[src/rtl/sram_fetch_bridge.sv]
`timescale 1ns/1ps
// -----------------------------------------------------------------------------
// sram_fetch_bridge
//
// Bridges a 32-bit CPU request/ack port onto a 16-bit asynchronous SRAM.
// After reset the SD boot loader owns the SRAM through a combinational
// pass-through and the CPU is held in reset. When boot_ready is seen the
// bridge hands the SRAM to the CPU, releases cpu_reset_n, and services CPU
// reads and writes as two 16-bit half-word accesses (low half first).
//
// Ports
//   clk, reset                 clock, asynchronous active-high reset
//   boot_ready                 boot loader finished (hand-off is sticky)
//   boot_address/data/write_n  boot loader SRAM port, passed straight through
//   cpu_req, cpu_we            request (held until cpu_ack), 1 = write
//   cpu_addr                   byte address, only [18:2] selects a word pair
//   cpu_wdata, cpu_be          write data (little-endian) and byte enables
//   cpu_rdata                  registered read data, held until the next read
//   cpu_ack                    one-cycle completion pulse
//   cpu_reset_n                CPU hold, low until the boot hand-off
//   sram_address               SRAM word address
//   sram_dq_out, sram_dq_oe    write data and drive enable (tristate is above)
//   sram_dq_in                 SRAM read data
//   sram_we_n/oe_n/ub_n/lb_n   SRAM strobes, active-low
// -----------------------------------------------------------------------------
module sram_fetch_bridge (
    input  logic        clk,
    input  logic        reset,

    input  logic        boot_ready,
    input  logic [17:0] boot_address,
    input  logic [15:0] boot_data,
    input  logic        boot_write_n,

    input  logic        cpu_req,
    input  logic        cpu_we,
    input  logic [31:0] cpu_addr,
    input  logic [31:0] cpu_wdata,
    input  logic [3:0]  cpu_be,
    output logic [31:0] cpu_rdata,
    output logic        cpu_ack,
    output logic        cpu_reset_n,

    output logic [17:0] sram_address,
    output logic [15:0] sram_dq_out,
    output logic        sram_dq_oe,
    input  logic [15:0] sram_dq_in,
    output logic        sram_we_n,
    output logic        sram_oe_n,
    output logic        sram_ub_n,
    output logic        sram_lb_n
);

    typedef enum logic [2:0] {
        S_BOOT,
        S_IDLE,
        S_RD_LO,
        S_RD_HI,
        S_WR_LO,
        S_WR_HI,
        S_ACK
    } state_t;

    state_t      state_q;
    state_t      state_d;

    // Address driven in the previous cycle; replayed whenever the bus is idle
    // so the SRAM address lines do not toggle between accesses.
    logic [17:0] addr_hold_q;

    // Low half-word of a read, parked until the high half arrives.
    logic [15:0] rdata_lo_q;

    // A CPU word lives in two consecutive SRAM words; byte 0 is the low byte
    // of the even word, matching the layout the boot loader writes.
    logic [16:0] word_pair;
    logic [17:0] lo_word_addr;
    logic [17:0] hi_word_addr;

    assign word_pair    = cpu_addr[18:2];
    assign lo_word_addr = {word_pair, 1'b0};
    assign hi_word_addr = {word_pair, 1'b1};

    // Address bits outside the SRAM window simply wrap; they are not decoded.
    logic unused_addr_bits;
    assign unused_addr_bits = ^{cpu_addr[31:19], cpu_addr[1:0]};

    // -------------------------------------------------------------------------
    // State register
    // -------------------------------------------------------------------------
    // NOTE: sequential state is assigned with non-blocking (<=) so every
    // register samples pre-edge values regardless of block evaluation order.
    always_ff @(posedge clk or posedge reset) begin
        if (reset) begin
            state_q <= S_BOOT;
        end else begin
            state_q <= state_d;
        end
    end

    // -------------------------------------------------------------------------
    // Next-state logic
    // -------------------------------------------------------------------------
    // NOTE: every signal written in a combinational block gets a default on
    // entry; a path that leaves one unassigned would infer a latch.
    always_comb begin
        state_d = state_q;
        unique case (state_q)
            // Leaving BOOT is permanent: nothing returns here except reset,
            // so a later drop of boot_ready has no effect.
            S_BOOT:  if (boot_ready) state_d = S_IDLE;
            S_IDLE:  if (cpu_req)    state_d = cpu_we ? S_WR_LO : S_RD_LO;
            S_RD_LO: state_d = S_RD_HI;
            S_RD_HI: state_d = S_ACK;
            S_WR_LO: state_d = S_WR_HI;
            S_WR_HI: state_d = S_ACK;
            // Straight back to IDLE; a still-high cpu_req is picked up there
            // on the next edge, giving a four-cycle back-to-back cadence.
            S_ACK:   state_d = S_IDLE;
            default: state_d = S_BOOT;
        endcase
    end

    // -------------------------------------------------------------------------
    // SRAM bus drive
    // -------------------------------------------------------------------------
    // All bus outputs decode the registered state, so an asynchronous reset
    // switches the bus to the boot pass-through immediately, mid-access.
    always_comb begin
        sram_address = addr_hold_q;
        sram_dq_out  = 16'h0000;
        sram_dq_oe   = 1'b0;
        sram_we_n    = 1'b1;
        sram_oe_n    = 1'b1;
        sram_ub_n    = 1'b0;
        sram_lb_n    = 1'b0;

        unique case (state_q)
            S_BOOT: begin
                // Pure pass-through; the data bus is driven only while the
                // boot loader writes, so it never fights an SRAM output.
                sram_address = boot_address;
                sram_dq_out  = boot_data;
                sram_we_n    = boot_write_n;
                sram_dq_oe   = ~boot_write_n;
            end
            S_RD_LO: begin
                sram_address = lo_word_addr;
                sram_oe_n    = 1'b0;
            end
            S_RD_HI: begin
                sram_address = hi_word_addr;
                sram_oe_n    = 1'b0;
            end
            S_WR_LO: begin
                sram_address = lo_word_addr;
                sram_dq_out  = cpu_wdata[15:0];
                sram_dq_oe   = 1'b1;
                sram_we_n    = 1'b0;
                sram_lb_n    = ~cpu_be[0];
                sram_ub_n    = ~cpu_be[1];
            end
            S_WR_HI: begin
                sram_address = hi_word_addr;
                sram_dq_out  = cpu_wdata[31:16];
                sram_dq_oe   = 1'b1;
                sram_we_n    = 1'b0;
                sram_lb_n    = ~cpu_be[2];
                sram_ub_n    = ~cpu_be[3];
            end
            default: begin
                // IDLE and ACK keep the quiet bus levels set above.
            end
        endcase
    end

    // -------------------------------------------------------------------------
    // CPU side
    // -------------------------------------------------------------------------
    assign cpu_ack     = (state_q == S_ACK);
    assign cpu_reset_n = (state_q != S_BOOT);

    always_ff @(posedge clk or posedge reset) begin
        if (reset) begin
            cpu_rdata   <= 32'h0000_0000;
            addr_hold_q <= 18'h0_0000;
        end else begin
            addr_hold_q <= sram_address;
            // Only a completed read updates cpu_rdata; writes leave the last
            // read value in place.
            if (state_q == S_RD_HI) begin
                cpu_rdata <= {sram_dq_in, rdata_lo_q};
            end
        end
    end

    // NOTE: pure datapath staging is left without reset; it is always written
    // in RD_LO before RD_HI consumes it, so its power-up value is never seen.
    always_ff @(posedge clk) begin
        if (state_q == S_RD_LO) begin
            rdata_lo_q <= sram_dq_in;
        end
    end

endmodule

[config.mk]
export PLATFORM = sky130hd
export DESIGN_NAME = sram_fetch_bridge
export DESIGN_NICKNAME = d
export VERILOG_FILES = /design/src/rtl/sram_fetch_bridge.sv
export SDC_FILE = /design/constraint.sdc
export NUM_CORES = 1
export LEC_CHECK = 0
export CORE_ASPECT_RATIO = 0.8
export CORE_MARGIN = 5
export CORE_UTILIZATION = 36
export CTS_CLUSTER_SIZE = 30
export DETAILED_ROUTE_END_ITERATION = 16
export GPL_ROUTABILITY_DRIVEN = 0
export PLACE_DENSITY = 0.78
export SLEW_MARGIN = 25
export SYNTH_ARGS = -nofsm -noshare
export SYNTH_HDL_FRONTEND = slang
export SYNTH_SLANG_ARGS = --single-unit
[constraint.sdc]
create_clock -name clk -period 1.75 [get_ports clk]
set_input_delay 0.2625 -clock clk [delete_from_list [all_inputs] [get_ports clk]]
set_output_delay 0.2625 -clock clk [all_outputs]
set_load 0.1 [all_outputs]
# Word level (Yosys, flattened, before mapping)
# Cells that the tools add are included.
# Widths: inputs -> output; s select.
op_classes:
  muxes: 11
  reduce_logical: 7
  n_eq_ne: 8
  n_bitwise: 5
op_table:
  columns: ["operator", "count"]
  rows:
  - ["$pmux 18 s3", 1]
  - ["$pmux 16 s3", 1]
  - ["$pmux 3 s6", 1]
  - ["$eq 3x3->1 const B", 3]
  - ["$mux 3", 3]
  - ["$pmux 1 s2", 4]
  - ["$reduce_or 2->1", 4]
  - ["$eq 3x2->1 const B", 2]
  - ["$not 1->1", 5]
  - ["$ne 2x2->1 const B", 2]
  - ["$eq 3x1->1 const B", 1]
  - ["$logic_not 3->1", 1]
  - ["$reduce_bool 3->1", 1]
  - ["$reduce_and 2->1", 1]
  - ["$mux 1", 1]
word_totals:
  out_inout_bits: 73
  reg_bits: 69

# Logic depth before layout (Yosys ltp)
depth:
  ltp_word: 3
  depth_mapped: 6
  mapped_depth_nobuf: 3

# Worst setup path before layout
# Ideal clock, no wire load.
synth_path:
  path_kind: "register to register"
  start: "register state_q[1]"
  end: "register addr_hold_q[10]"
  t_arrival_ns: 3.035
  slack_ns: -1.638
  path_stages_with_launch: 6
  cell_sequence: "dfrtp_1 > buf_4 > buf_6 > buf_6 > mux2i_1 > o21ai_0"
synth_between:
  elab_chain_len: 3
synth_rtl:
  columns: ["element", "line_no", "rtl"]
  rows:
  - ["from (decl)", "64", "state_t state_q;"]
  - ["from (signal assigned)", "97", "state_q <= state_d;"]
  - ["$eq 3x2->1 / $eq 3x3->1 (equally long branches)", "138", "unique case (state_q)"]
  - ["$reduce_or 2->1 (no line)", null, null]
  - ["$pmux 18 s3 *", "138", null]
  - ["named net sram_address[10]", "44", "output logic [17:0] sram_address,"]
  - ["to (signal assigned)", "188", "addr_hold_q <= sram_address;"]
  - ["to (decl)", "69", "logic [17:0] addr_hold_q;"]
# Mark *: on every way through the listed nets, which the timed path passes. The rest lies on a longest branch.
# A chain may end at the register's enable or synchronous reset.

# Worst setup path after layout
layout_path:
  start: "register state_q[0]"
  end: "output port sram_dq_out[4]"
layout_between:
  elab_chain_len: 2
layout_rtl:
  columns: ["element", "line_no", "rtl"]
  rows:
  - ["$eq 3x3->1 / $logic_not 3->1 (equally long branches)", "138", null]
  - ["$pmux 16 s3 *", "138", null]
  - ["to (decl)", "45", "output logic [15:0] sram_dq_out,"]
# Every way passes the cells marked *; elsewhere a longest branch is shown, timed or not.

==> summary.md <==
| Metric | Value |
|---|---|
| Status | `complete, but fails checks` |
| Failing checks | `negative setup slack` |
| 1st-pass router iterations | `4` |
| Diode count | `0` |
| Placed cell count | `599` |
| I/O pin cnt | `197` |
| Final Hold Viols | `0` |
| PortBufs | `181` |
| DRC viols | `0` |
| CP peak stage delay | `0.44 ns` |
| Share of cells above drive strength 1 | `55.6%` |
| Synth Area in XOR/XNOR | `0%` |
| Nets | `610` |
| Sequential area share after synthesis | `48.4%` |
| Worst-Skew Late Latency | `0.33 ns` |
| Post-Synth Simple-Gate Area | `6.13%` |
| Initial core utilization | `36.6%` |
| GR Util All Layers | `19.6%` |
| Synthesized cell area | `3730 µm²` |
| CTS sink cnt | `69` |
| Number of global-route vias before repair | `3541` |
| FF+latch count, synth | `69` |
| Mapped Cells | `288` |
| PnR worst setup slack | `-0.305 ns` |
| H-tree depth | `3` |
| Setup TNS | `-9.45 ns` |
| Critical path depth in cells | `7` |
| Multiplexer area fraction after synthesis | `33.0%` |
| Synthesized-area fraction occupied by ao, oa, aoi and oai cells | `7.37%` |
| Inserted Clock Buffers | `9` |
| Die area | `12500 µm²` |
| Maximum clock frequency | `0.487 GHz` |
| Crit-path max FO | `8` |
| Crit path DAT | `1.79 ns` |
| RSZ-0062 raised after global routing | `yes` |
| First-pass GRT wire length | `18.9 mm` |
| Max Cap Viol | `0` |
| GRT Residual Overflow | `0` |
| Root Driver | `clkbuf_16` |
| Worst Tran Pin Value | `0.362 ns` |
| Max clock buf depth | `2` |
| CTS tree | `built` |
| Setup CP Type | `register to output port` |
| Die Width | `124 µm` |
| Crit path capture type | `output port` |
| Die height | `101 µm` |
| Critical Path Source | `state_q[0]` |
| Final HPWL DP | `8.38 mm` |
| Row Count | `33` |
| Final std cells w/o fill | `631` |
| Max Slew Vio Count | `0` |
| Most used cell, CP | `nor2_4` |
| Sequential cell area | `1810 µm²` |
| Hold WC Path Type | `primary input to asynchronous set/reset pin` |
| FILL cells | `679` |
| Routed len/inst | `19.4 µm` |
| Syn. warnings | `0` |
| Area grow syn2layout | `99.1%` |
| Reg-to-reg startpoint | `state_q[0]` |
| Critical path, cell by cell | `buf_6, buf_16, nor2_4, clkbuf_16, a22oi_2, nor2_4, buf_12` |
| Worst slack at placement | `0.0155 ns` |
| Via/cell ratio | `4.92` |
| Final antenna-violating net count | `0` |
| Clock slew at reported path FFs | `0.06 ns` |
| Avg Cell Area, Syn | `13.0 µm²` |
| Worst setup SP type | `register` |
| Largest net degree at the start of global routing | `33` |
| R2R Setup Slk | `0.08 ns` |
| Tmin final | `2.05 ns` |
| Core area | `10200 µm²` |
| Final clock skew | `0.00827 ns` |
| Slew margin rel. | `75.9%` |
| Critical-path top delay cell | `dfrtp_2` |
| Count of cell types in the netlist | `27` |
| Via count | `3106` |
| FF-to-FF End | `cpu_rdata[16]` |
| Synthesized-area fraction occupied by adder cells | `0%` |
| Wirelength, routed | `12.3 mm` |
| Worst setup path endpoint | `sram_dq_out[4]` |
| Largest family of logic cells by synthesized area | `multiplexers` |
| Period utilisation layout | `117%` |
| DRT iter0 DRCs | `78` |
| Antenna violations before repair | `0` |
| Final setup fails | `39` |
| Bufs and invs on worst path | `4` |
| Family with the most delay on the worst path | `buffers and inverters` |
| Area occupied by multi-input gates | `2130 µm²` |
| Syn_nets | `412` |
| Cells on worst reg2reg path | `6` |
| CP Data Required Time | `1.49 ns` |
[cells in the mapped netlist (all sizes together)]
library cell | number | area [µm²]
mux2i | 18 | 180
or3 | 1 | 6.26
edfxtp | 16 | 480
inv | 1 | 3.75
dfrtp | 53 | 1330
mux2 | 83 | 1050
o21ai | 19 | 95.1
or2 | 1 | 6.26
a21o | 1 | 7.51
o31ai | 1 | 7.51
a211oi | 2 | 15.0
a21oi | 3 | 15.0
clkbuf | 4 | 15.0
nand2 | 18 | 67.6
nand2b | 2 | 12.5
nor2 | 22 | 90.1
a22oi | 17 | 128
nand3b | 1 | 20.0
nor3b | 1 | 7.51
o21a | 1 | 7.51
buf | 20 | 173
nor2b | 3 | 18.8
[worst min-delay path, cell delays in order]
cell and delay (ns):
clkdlybuf4s50_1 0.41, inv_2 0.06, buf_4 0.33
[layout make-up]
| type | instances | share of cell area [%] |
|---|---|---|
| Multi-Input combinational cell | 194 | 28.7 |
| Clock inverter | 7 | 1.09 |
| Timing Repair Buffer | 211 | 40.4 |
| Tap cell | 140 | 2.36 |
| Sequential cell | 69 | 24.4 |
| Inverter | 1 | 0.0505 |
| Clock buffer | 9 | 3.03 |
[per-layer routing]
layer / vias up / GRT usage [%] / part of all wire, %
li1: 1443 / - / -
met1: 1537 / 21.4 / 37
met2: 107 / 35.6 / 53
met3: 19 / 6.96 / 8.0
met4: 0 / 5.36 / 2.0
met5: - / 0 / 0
[worst min-delay path by stage]
| stage | slack, ns | start | end | cells past startpoint |
|---|---|---|---|---|
| CTS | 0.32 | reset | cpu_rdata[23] | 3 |
| floorplan | 0.36 | sram_dq_in[0] | rdata_lo_q[0] | 0 |
| finish | 0.32 | reset | cpu_rdata[23] | 3 |
| global route | 0.37 | reset | cpu_rdata[23] | 3 |
| global placement | 0.46 | rdata_lo_q[1] | cpu_rdata[1] | 1 |
| detailed placement | 0.46 | rdata_lo_q[2] | cpu_rdata[2] | 1 |
[timing repair]
| action | in CTS | in global routing |
|---|---|---|
| setup buffers | 9 | 2 |
| pin swaps | 31 | 12 |
| gates resized for setup | 39 | 6 |
| cloned | 5 | 1 |
| endpoints found under the setup margin | 41 | 43 |
| hold buffers | 0 | 0 |
[state kept, by name, summed over array words and instances, names as in the netlist]
register	count
cpu_rdata	32
addr_hold_q	18
rdata_lo_q	16
state_q	3
[metrics by stage]
step	hold WS [ns]	util (%)	cell area [µm²]
after global routing	0.367	72.9	7430
after CTS	0.324	72.5	7390
after global placement	0.459	65.9	6720
after detailed placement	0.464	65.9	6720
final	0.319	72.9	7430
after floorplan	0.361	-	4000
[cell families (layout without fill, tap and decap cells)]
group | after synthesis | after routing
mux | 101 | 101
flops | 69 | 69
simple gates | 49 | 49
compound gates | 44 | 44
buf+inv | 25 | 228
[placed cells by master, fill, tap and decap left out, drive strengths merged, types with 2 or more instances in the layout]
master | synthesis | layout
nand2 | 18 | 18
nor2 | 22 | 22
a21oi | 3 | 3
buf | 20 | 100
edfxtp | 16 | 16
a211oi | 2 | 2
nor2b | 3 | 3
clkdlybuf4s50 | 0 | 108
clkbuf | 4 | 11
a22oi | 17 | 17
clkinv | 0 | 3
nand2b | 2 | 2
o21ai | 19 | 19
mux2 | 83 | 83
mux2i | 18 | 18
inv | 1 | 3
dfrtp | 53 | 53
Power is not shown: default switching activity piles up to over one toggle a cycle in this logic, so the estimate is an artifact.
